### config.mk
export PLATFORM = sky130hd
export DESIGN_NAME = game_pattern_gen
export DESIGN_NICKNAME = d
export VERILOG_FILES = /design/src/rtl/game_pkg.sv /design/src/rtl/pattern_lfsr.sv /design/src/rtl/game_pattern_gen.sv
export SDC_FILE = /design/constraint.sdc
export NUM_CORES = 1
export LEC_CHECK = 0
export ABC_AREA = 1
export ABC_CLOCK_PERIOD_IN_PS = 1900
export BUFFER_PORTS_ARGS = -buffer_cell sky130_fd_sc_hd__buf_2
export CAP_MARGIN = 20
export CORE_ASPECT_RATIO = 2
export CORE_MARGIN = 2
export CORE_UTILIZATION = 30
export DETAILED_ROUTE_END_ITERATION = 6
export SYNTH_ARGS = -nofsm -noshare
export SYNTH_HDL_FRONTEND = slang
export SYNTH_SLANG_ARGS = --single-unit
### constraint.sdc
create_clock -name clk -period 1.9 [get_ports clk]
set_input_delay 0 -clock clk [delete_from_list [all_inputs] [get_ports clk]]
set_output_delay 0 -clock clk [all_outputs]
set_load 0.02 [all_outputs]
### src/rtl/game_pkg.sv
// Shared types and constants for the pattern generator: note geometry, LFSR
// polynomial, FSM state encoding and the debug bundle exposed by the top.
package game_pkg;

    localparam int          NOTE_W     = 3;
    localparam int          NOTE_COUNT = 8;
    localparam logic [15:0] LFSR_POLY  = 16'hB400;

    typedef enum logic [2:0] {
        IDLE  = 3'd0,
        GEN   = 3'd1,
        WRITE = 3'd2,
        GAP   = 3'd3,
        START = 3'd4,
        PLAY  = 3'd5
    } game_state_t;

    typedef struct packed {
        game_state_t fsm;
        logic [15:0] lfsr;
    } game_debug_t;

    // Right-shifting Galois step; a nonzero state never maps to zero.
    function automatic logic [15:0] lfsr_step(input logic [15:0] s);
        return s[0] ? ((s >> 1) ^ LFSR_POLY) : (s >> 1);
    endfunction

endpackage

### src/rtl/pattern_lfsr.sv
// 16-bit Galois LFSR that steps only when advance is high; loads seed on reset.
module pattern_lfsr
    import game_pkg::*;
(
    input  logic        clk,
    input  logic        reset_n,
    input  logic        advance,
    input  logic [15:0] seed,
    output logic [15:0] state
);

    always_ff @(posedge clk or negedge reset_n) begin
        if (!reset_n) begin
            state <= seed;
        end else if (advance) begin
            state <= lfsr_step(state);
        end
    end

endmodule

### src/rtl/game_pattern_gen.sv
// Generates an 8-note random pattern on a button press, publishes it, then starts the game core.
// Optional feature macro: GAME_NO_REPEAT_EN (bumps a note that repeats its predecessor).
module game_pattern_gen
    import game_pkg::*;
#(
    parameter logic [15:0] SEED      = 16'hACE1,
    parameter int          START_GAP = 2
) (
    input  logic        clk,
    input  logic        reset_n,
    input  logic        start_btn,
    input  logic        game_end,
    output logic [31:0] data_out,
    output logic        write_enable,
    output logic        game_start,
    output logic        busy,
    output logic [7:0]  round_count,
    output game_debug_t debug
);

    localparam logic [15:0] SEED_EFF = (SEED == 16'h0000) ? 16'h0001 : SEED;
    localparam logic [3:0]  GAP_LAST = 4'(START_GAP - 1);
    localparam logic [2:0]  GEN_LAST = 3'(NOTE_COUNT - 1);

    // Handshake: write_enable and game_start are single-cycle strobes with no
    // back-pressure; data_out is valid while write_enable is high and holds after.

    game_state_t       state, state_next;
    logic              btn_meta, btn_sync, btn_prev, end_prev;
    logic              start_req, end_req;
    logic [2:0]        gen_cnt;
    logic [3:0]        gap_cnt;
    logic [NOTE_W-1:0] notes [NOTE_COUNT];
    logic [NOTE_W-1:0] cand, note;
    logic [31:0]       pattern_word;
    logic [15:0]       lfsr_state;
    logic              lfsr_advance;

    always_ff @(posedge clk or negedge reset_n) begin
        if (!reset_n) begin
            btn_meta <= 1'b0;
            btn_sync <= 1'b0;
            btn_prev <= 1'b0;
            end_prev <= 1'b0;
        end else begin
            btn_meta <= start_btn;
            btn_sync <= btn_meta;
            btn_prev <= btn_sync;
            end_prev <= game_end;
        end
    end

    assign start_req = btn_sync & ~btn_prev;
    assign end_req   = game_end & ~end_prev;

    // Free-running in IDLE so the pattern depends on when the player presses.
    assign lfsr_advance = (state == IDLE) || (state == GEN);

    pattern_lfsr u_lfsr (
        .clk     (clk),
        .reset_n (reset_n),
        .advance (lfsr_advance),
        .seed    (SEED_EFF),
        .state   (lfsr_state)
    );

    assign cand = lfsr_state[NOTE_W-1:0];

`ifdef GAME_NO_REPEAT_EN
    logic [NOTE_W-1:0] prev_note;

    always_ff @(posedge clk or negedge reset_n) begin
        if (!reset_n) begin
            prev_note <= '0;
        end else if (state == GEN) begin
            prev_note <= note;
        end
    end

    always_comb begin
        note = cand;
        if ((gen_cnt != 3'd0) && (cand == prev_note)) begin
            note = cand + 3'd1;
        end
    end
`else
    always_comb begin
        note = cand;
    end
`endif

    // The last note is merged in combinationally so data_out loads on the GEN->WRITE edge.
    always_comb begin
        pattern_word = '0;
        for (int i = 0; i < NOTE_COUNT; i++) begin
            pattern_word[i*4 +: NOTE_W] = (i == int'(gen_cnt)) ? note : notes[i];
        end
    end

    always_ff @(posedge clk or negedge reset_n) begin
        if (!reset_n) begin
            state <= IDLE;
        end else begin
            state <= state_next;
        end
    end

    always_comb begin
        state_next   = state;
        write_enable = 1'b0;
        game_start   = 1'b0;
        busy         = (state != IDLE);
        case (state)
            IDLE:  if (start_req) state_next = GEN;
            GEN:   if (gen_cnt == GEN_LAST) state_next = WRITE;
            WRITE: begin
                write_enable = 1'b1;
                state_next   = GAP;
            end
            GAP:   if (gap_cnt == GAP_LAST) state_next = START;
            START: begin
                game_start = 1'b1;
                state_next = PLAY;
            end
            PLAY:  if (end_req) state_next = IDLE;
            default: state_next = IDLE;
        endcase
    end

    always_ff @(posedge clk or negedge reset_n) begin
        if (!reset_n) begin
            gen_cnt     <= '0;
            gap_cnt     <= '0;
            data_out    <= '0;
            round_count <= '0;
            for (int i = 0; i < NOTE_COUNT; i++) begin
                notes[i] <= '0;
            end
        end else begin
            gen_cnt <= (state == GEN) ? gen_cnt + 3'd1 : 3'd0;
            gap_cnt <= (state == GAP) ? gap_cnt + 4'd1 : 4'd0;
            if (state == GEN) begin
                notes[gen_cnt] <= note;
                if (gen_cnt == GEN_LAST) begin
                    data_out <= pattern_word;
                end
            end
            if ((state == PLAY) && end_req && (round_count != 8'hFF)) begin
                round_count <= round_count + 8'd1;
            end
        end
    end

    assign debug = '{fsm: state, lfsr: lfsr_state};

endmodule

==> impl_metrics.json, run 1 <==
{
  "status": "completed",
  "synth_top_area_share": 0.495,
  "worstSetupStartpointType": "register",
  "globalplace.congestion": 0.802,
  "power_per_cell_area_nw_per_um2": 1440,
  "final_common_cell": "nand2_1",
  "io-pin-count": 66,
  "htreeDepth": 3,
  "ir_worst_vdd_v": 0.000698,
  "cts_root_buf": "clkbuf_16",
  "layout_min_cycle_time_ns": 1.72,
  "r2r_cells": 7,
  "detail_route.vias_per_cell": 4.46,
  "hold_class": "in -> async",
  "areaGrowthSynthToFinish_pct": 19.6,
  "place_ws_ns": 0.159,
  "critPathMaxStageDelay_ns": 0.39,
  "worstPathArrival_ns": 1.97,
  "die_w_microns": 83.5,
  "max_freq_mhz": 582,
  "grt_antenna_before_repair": 0,
  "cp_slowest_cell": "dfrtp_1",
  "rsz0062_at_grt": "false",
  "period_share": 0.904,
  "clk_latency_ns": 0.33,
  "setup_viol": 0,
  "via_count": 2868,
  "overflow": 0,
  "cp.depth": 7,
  "dieArea_sq_um": 13600,
  "initial_core_util": 0.304,
  "clock_path_buffers": 2,
  "slew_viol_final": 0,
  "synth.area.top_cells": "dfrtp_1 (50%), nand2_1 (17%), dfstp_2 (5.5%), o21ai_0 (4.5%), ha_1 (3.0%)",
  "diodes": 0,
  "dr.pass1.iters": 4,
  "syn_inst": 426,
  "core_sq_um": 12500,
  "gr-usage-all-layers": 0.123,
  "synth_cell_type_count": 27,
  "layout_common_cells": "nand2_1 (167), dfrtp_1 (75), buf_2 (56)",
  "instances_no_fill": 643,
  "clk_transition_reported_paths_ns": 0.06,
  "ant_nets": 0,
  "cts_inserted_buffers": 9,
  "drt_iter0_markers": 100,
  "io_buffers": 57,
  "syn_area_sq_um": 3790,
  "die_h_microns": 163,
  "ys_ff_latch": 83,
  "rows": 58,
  "cap_violations": 0,
  "worst_setup_path_end_kind": "register",
  "dp_hpwl_microns": 5680,
  "finalHoldViolCount": 0,
  "setup_slack_ns": 0.183,
  "layout.nets": 501,
  "cp.buffers_inverters": 2,
  "cts_tree": "built",
  "synth.largest_area_cell": "dfrtp_1",
  "worst_path_most_repeated_cell": "ha_1",
  "post_cts_buffers": 0,
  "grt_pass1_vias": 2850,
  "syn_avg_cell_area_sq_um": 8.90,
  "place_inst": 624,
  "wire_per_inst_microns": 12.1,
  "yosys_warnings": 0,
  "wirelength_microns": 7770,
  "tns_ns": 0,
  "power.leakage_nw": 2.34,
  "fillers": 1310,
  "numClockSinks": 83,
  "crit_fanout": 31,
  "grt_pass1_wl_microns": 13500,
  "drive_gt1_frac": 0.215,
  "cp_cell_sequence": "ha_1, ha_1, inv_1, nor2_8, inv_2, nand2_1, o21ai_1",
  "crit_type": "reg -> reg",
  "grt_max_degree": 52,
  "fin_skew_ns": 0.00422,
  "crit_family": "buffers and inverters",
  "drc": 0,
  "yosysSeqAreaShare": 0.550,
  "critPathRequiredTime_ns": 2.15
}
-- through the flow --
stage | utilization | cell area, sq um | total power (W) | hold WS, ns
4_1_cts | 0.363 | 4530 | 0.00664 | 0.152
5_1_grt | 0.363 | 4530 | 0.00702 | 0.174
2_1_floorplan | - | 3820 | 0.00420 | -0.296
6_report | 0.363 | 4530 | 0.00653 | 0.147
3_5_place_dp | 0.337 | 4200 | 0.00486 | -0.0272
3_3_place_gp | 0.337 | 4200 | 0.00479 | -0.0222
-- routing by layer --
layer,global-route usage,share of wire,vias to the layer above
li1,-,-,1459
met4,0.0506,0.019,0
met3,0.0335,0.041,9
met1,0.135,0.40,1342
met2,0.224,0.54,58
met5,0,0,-
-- registers in the layout, indices dropped and copies added, names as in the netlist, 3 cells and up --
signal and count:
state 3, u_lfsr.state 16, data_out 24, notes 21, round_count 8, gen_cnt 3
gap_cnt 4
-- cell families (layout without fill, tap and decap cells) --
| kind of cell | count (synthesis) | in the layout | synth area share |
|---|---|---|---|
| buffers and inverters | 46 | 106 | 0.0614 |
| flip-flops | 83 | 83 | 0.550 |
| AO/OA/AOI/OAI | 61 | 61 | 0.0805 |
| AND/OR/NAND/NOR | 210 | 210 | 0.235 |
| adder cells (fa/ha/maj) | 9 | 9 | 0.0297 |
| XOR/XNOR | 8 | 8 | 0.0185 |
| multiplexers | 8 | 8 | 0.0238 |
| other | 1 | 8 | 0.000989 |
-- final cells by class --
cell class	count	area (sq um)	area share
Multi-Input combinational cell	304	1500	0.330
Sequential cell	83	2090	0.460
Clock inverter	2	35.0	0.00773
Clock buffer	14	264	0.0582
Inverter	25	93.8	0.0207
Timing Repair Buffer	65	368	0.0811
Tap cell	150	188	0.0414
-- power by group --
group	switching [W]	total (W)	internal, W
sequential	0.000360	0.00258	0.00222
combinational	0.00142	0.00221	0.000785
clock	0.000648	0.00174	0.00109
total	0.00243	0.00653	0.00410
-- timing repair --
action	4_1_cts	5_1_grt
endpoints found under the setup margin	0	0
hold endpoints to repair	34	0
resized for setup	0	0
hold buffers	3	0
-- final timing paths --
check | startpoint | endpoint | slack [ns]
worst max-delay path | gen_cnt[0] | data_out[14] | 0.18
worst min-delay path | reset_n | round_count[3] | 0.15
worst max register to register | gen_cnt[0] | data_out[14] | 0.18
worst min register to register | btn_meta | btn_sync | 0.35
max in group asynchronous | reset_n | u_lfsr.state[13] | 1.07
min in group clk | start_btn | btn_meta | 0.31
-- Yosys cell counts --
| master | number |
|---|---|
| nand2_1 | 167 |
| dfrtp_1 | 75 |
| o21ai_0 | 34 |
| o21ai_1 | 22 |
| inv_1 | 21 |
| nor2_1 | 20 |
| ha_1 | 9 |
| nand3_1 | 9 |
| buf_4 | 8 |
| dfstp_2 | 8 |
| mux2_2 | 8 |
| xnor2_1 | 7 |
| buf_2 | 6 |
| a21oi_1 | 5 |
| clkbuf_1 | 4 |
| inv_2 | 4 |
| buf_6 | 3 |
| nand3_2 | 3 |
| nand2_2 | 2 |
| nand4_1 | 2 |
| nor2_4 | 2 |
| nor2_8 | 2 |
| conb_1 | 1 |
| nand2_4 | 1 |
| nand3b_1 | 1 |
| nor2_2 | 1 |
| xor2_1 | 1 |
Note: power is estimated with default switching activity, not from simulation.
==> run 2, diff against run 1 <==
CTS_BUF_LIST = sky130_fd_sc_hd__clkbuf_4   (was unset)
REMOVE_ABC_BUFFERS = 1   (was unset)
==> run 2 against run 1 <==
Setup slack improved by 0.026 ns. Largest power group unchanged. Fmax rose by 1.6%. Count of clock-buffer cells in the layout fell by 2. Total power fell by 13%.
==> impl_metrics.json, run 2 (same netlist as run 1, synthesis figures left out) <==
{
  "dp_hpwl_microns": 6030,
  "worst_slew_pin_slew_ns": 0.697,
  "via_count": 2904,
  "worst_path_most_repeated_cell": "ha_1",
  "critPathMaxStageDelay_ns": 0.40,
  "numClockSinks": 83,
  "seq_area_sq_um": 2090,
  "grt_max_degree": 32,
  "setup_viol": 0,
  "power.share.clock": 0.152,
  "multi_input_area_sq_um": 1500,
  "switching_share": 0.418,
  "cap_violations": 0,
  "grt_pass1_wl_microns": 13900,
  "rows": 58,
  "place_inst": 627,
  "overflow": 0,
  "detail_route.vias_per_cell": 4.47,
  "p_seq_frac": 0.450,
  "cp_slowest_cell": "dfrtp_1",
  "hold_class": "in -> reg",
  "critPathRequiredTime_ns": 2.25,
  "finalHoldViolCount": 0,
  "post_cts_buffers": 0,
  "wirelength_microns": 8190,
  "final_common_cell": "nand2_1",
  "areaGrowthSynthToFinish_pct": 15.4,
  "status": "completed",
  "place_ws_ns": 0.204,
  "worstSetupStartpointType": "register",
  "clk_latency_ns": 0.42,
  "hp-start": "start_btn",
  "gr-usage-all-layers": 0.128,
  "top_regs": "data_out x24, notes x21, u_lfsr.state x16",
  "largest_reg_flops": 24,
  "clk_transition_reported_paths_ns": 0.12,
  "io-pin-count": 66,
  "dr.pass1.iters": 4,
  "intPower_w": 0.00332,
  "fillers": 1323,
  "layout_min_cycle_time_ns": 1.69,
  "core_sq_um": 12500,
  "cts_root_buf": "clkbuf_4",
  "slew_viol_final": 0,
  "rr_startpoint": "gen_cnt[0]",
  "startpoint": "gen_cnt[0]",
  "power.leakage_nw": 2.28,
  "crit_fanout": 31,
  "globalplace.congestion": 0.797,
  "tns_ns": 0,
  "max_freq_mhz": 591,
  "cp_cell_sequence": "ha_1, ha_1, inv_1, nor2_8, inv_2, nand2_1, o21ai_1",
  "layout_common_cells": "nand2_1 (167), dfrtp_1 (75), buf_2 (56)",
  "drc": 0,
  "slew_headroom": 0.535,
  "layout.nets": 506,
  "htreeDepth": 3,
  "fin_skew_ns": 0.0111,
  "cts_tree": "built",
  "worst_setup_path_end_kind": "register",
  "p_switching_w": 0.00238,
  "dieArea_sq_um": 13600,
  "ir_worst_vdd_v": 0.000859,
  "die_w_microns": 83.5,
  "crit_type": "reg -> reg",
  "die_h_microns": 163,
  "wire_per_inst_microns": 12.6,
  "ant_nets": 0,
  "regMostFlops": "data_out",
  "crit_family": "buffers and inverters",
  "setup_slack_ns": 0.209,
  "drt_iter0_markers": 162,
  "cp.buffers_inverters": 2,
  "instances_no_fill": 649,
  "power_per_cell_area_nw_per_um2": 1300,
  "grt_pass1_vias": 2874,
  "grt_antenna_before_repair": 1,
  "cts_inserted_buffers": 9,
  "io_buffers": 57,
  "worstPathArrival_ns": 2.04,
  "drive_gt1_frac": 0.221,
  "initial_core_util": 0.304,
  "clock_path_buffers": 2,
  "period_share": 0.890,
  "rsz0062_at_grt": "false",
  "p_comb_frac": 0.398
}
-- run 2: changes by cell type in the layout (fill, tap and decap cells not counted), sizes merged --
cell	before	now
buf	62	65
clkinv	1	4
clkbuf	14	12
bufinv	1	0
diode	0	1
dlygate4sd3	3	4
dlymetal6s4s	0	1
-- run 2: worst reg2reg max path, stage by stage, from the launching register on --
cell     delay (ns)
dfrtp_1        0.40
ha_1           0.23
ha_1           0.18
inv_1          0.17
nor2_8         0.11
inv_2          0.36
nand2_1        0.10
o21ai_1        0.09
-- run 2: final timing paths --
path / end / slack, ns / cells after the start
min in group asynchronous: u_lfsr.state[3] / 0.49 / 3
hold reg to reg: btn_sync / 0.36 / 0
hold / removal: btn_meta / 0.21 / 2
max in group asynchronous: end_prev / 0.47 / 4
setup / recovery: data_out[29] / 0.21 / 7
setup reg to reg: data_out[29] / 0.21 / 7
-- run 2: cell type report --
type,instances,area share
diodes,1,0.000572
flip-flops and latches,83,0.477
repair buffers,70,0.0915
clock inverters,4,0.00400
clock buffers,12,0.0206
inverters,25,0.0214
well taps,150,0.0429
multi-input cells,304,0.342
-- run 2: through the flow --
step	hold WS [ns]	utilization	cell area [sq um]	power, W
after floorplan	-0.296	-	3680	0.00412
after global placement	-0.0841	0.338	4210	0.00483
after detailed placement	-0.0769	0.338	4210	0.00489
after CTS	0.186	0.350	4370	0.00578
after global routing	0.185	0.351	4380	0.00618
final	0.214	0.351	4380	0.00570
-- run 2: timing repair --
item | CTS | global route
hold buffers | 5 | 0
hold endpoints to repair | 82 | 0
resized for setup | 0 | 1
setup endpoints to repair | 0 | 14
-- run 2: power groups by stage --
stage,Sequential (W),Clock (W),Combinational (W)
finish,0.00256,0.000865,0.00227
global route,0.00263,0.000983,0.00257
CTS,0.00257,0.000909,0.00230
detailed placement,0.00260,0,0.00229
global placement,0.00258,0,0.00225
floorplan,0.00285,0,0.00127
-- run 2: routing by layer --
layer / vias up / wire (microns) / part of all wire / GRT usage
met1: 1360 / 3280 / 0.40 / 0.142
met3: 8 / 326 / 0.040 / 0.0274
met4: 0 / 118 / 0.014 / 0.0469
met5: - / 0 / 0 / 0
met2: 62 / 4470 / 0.55 / 0.238
li1: 1474 / - / - / -
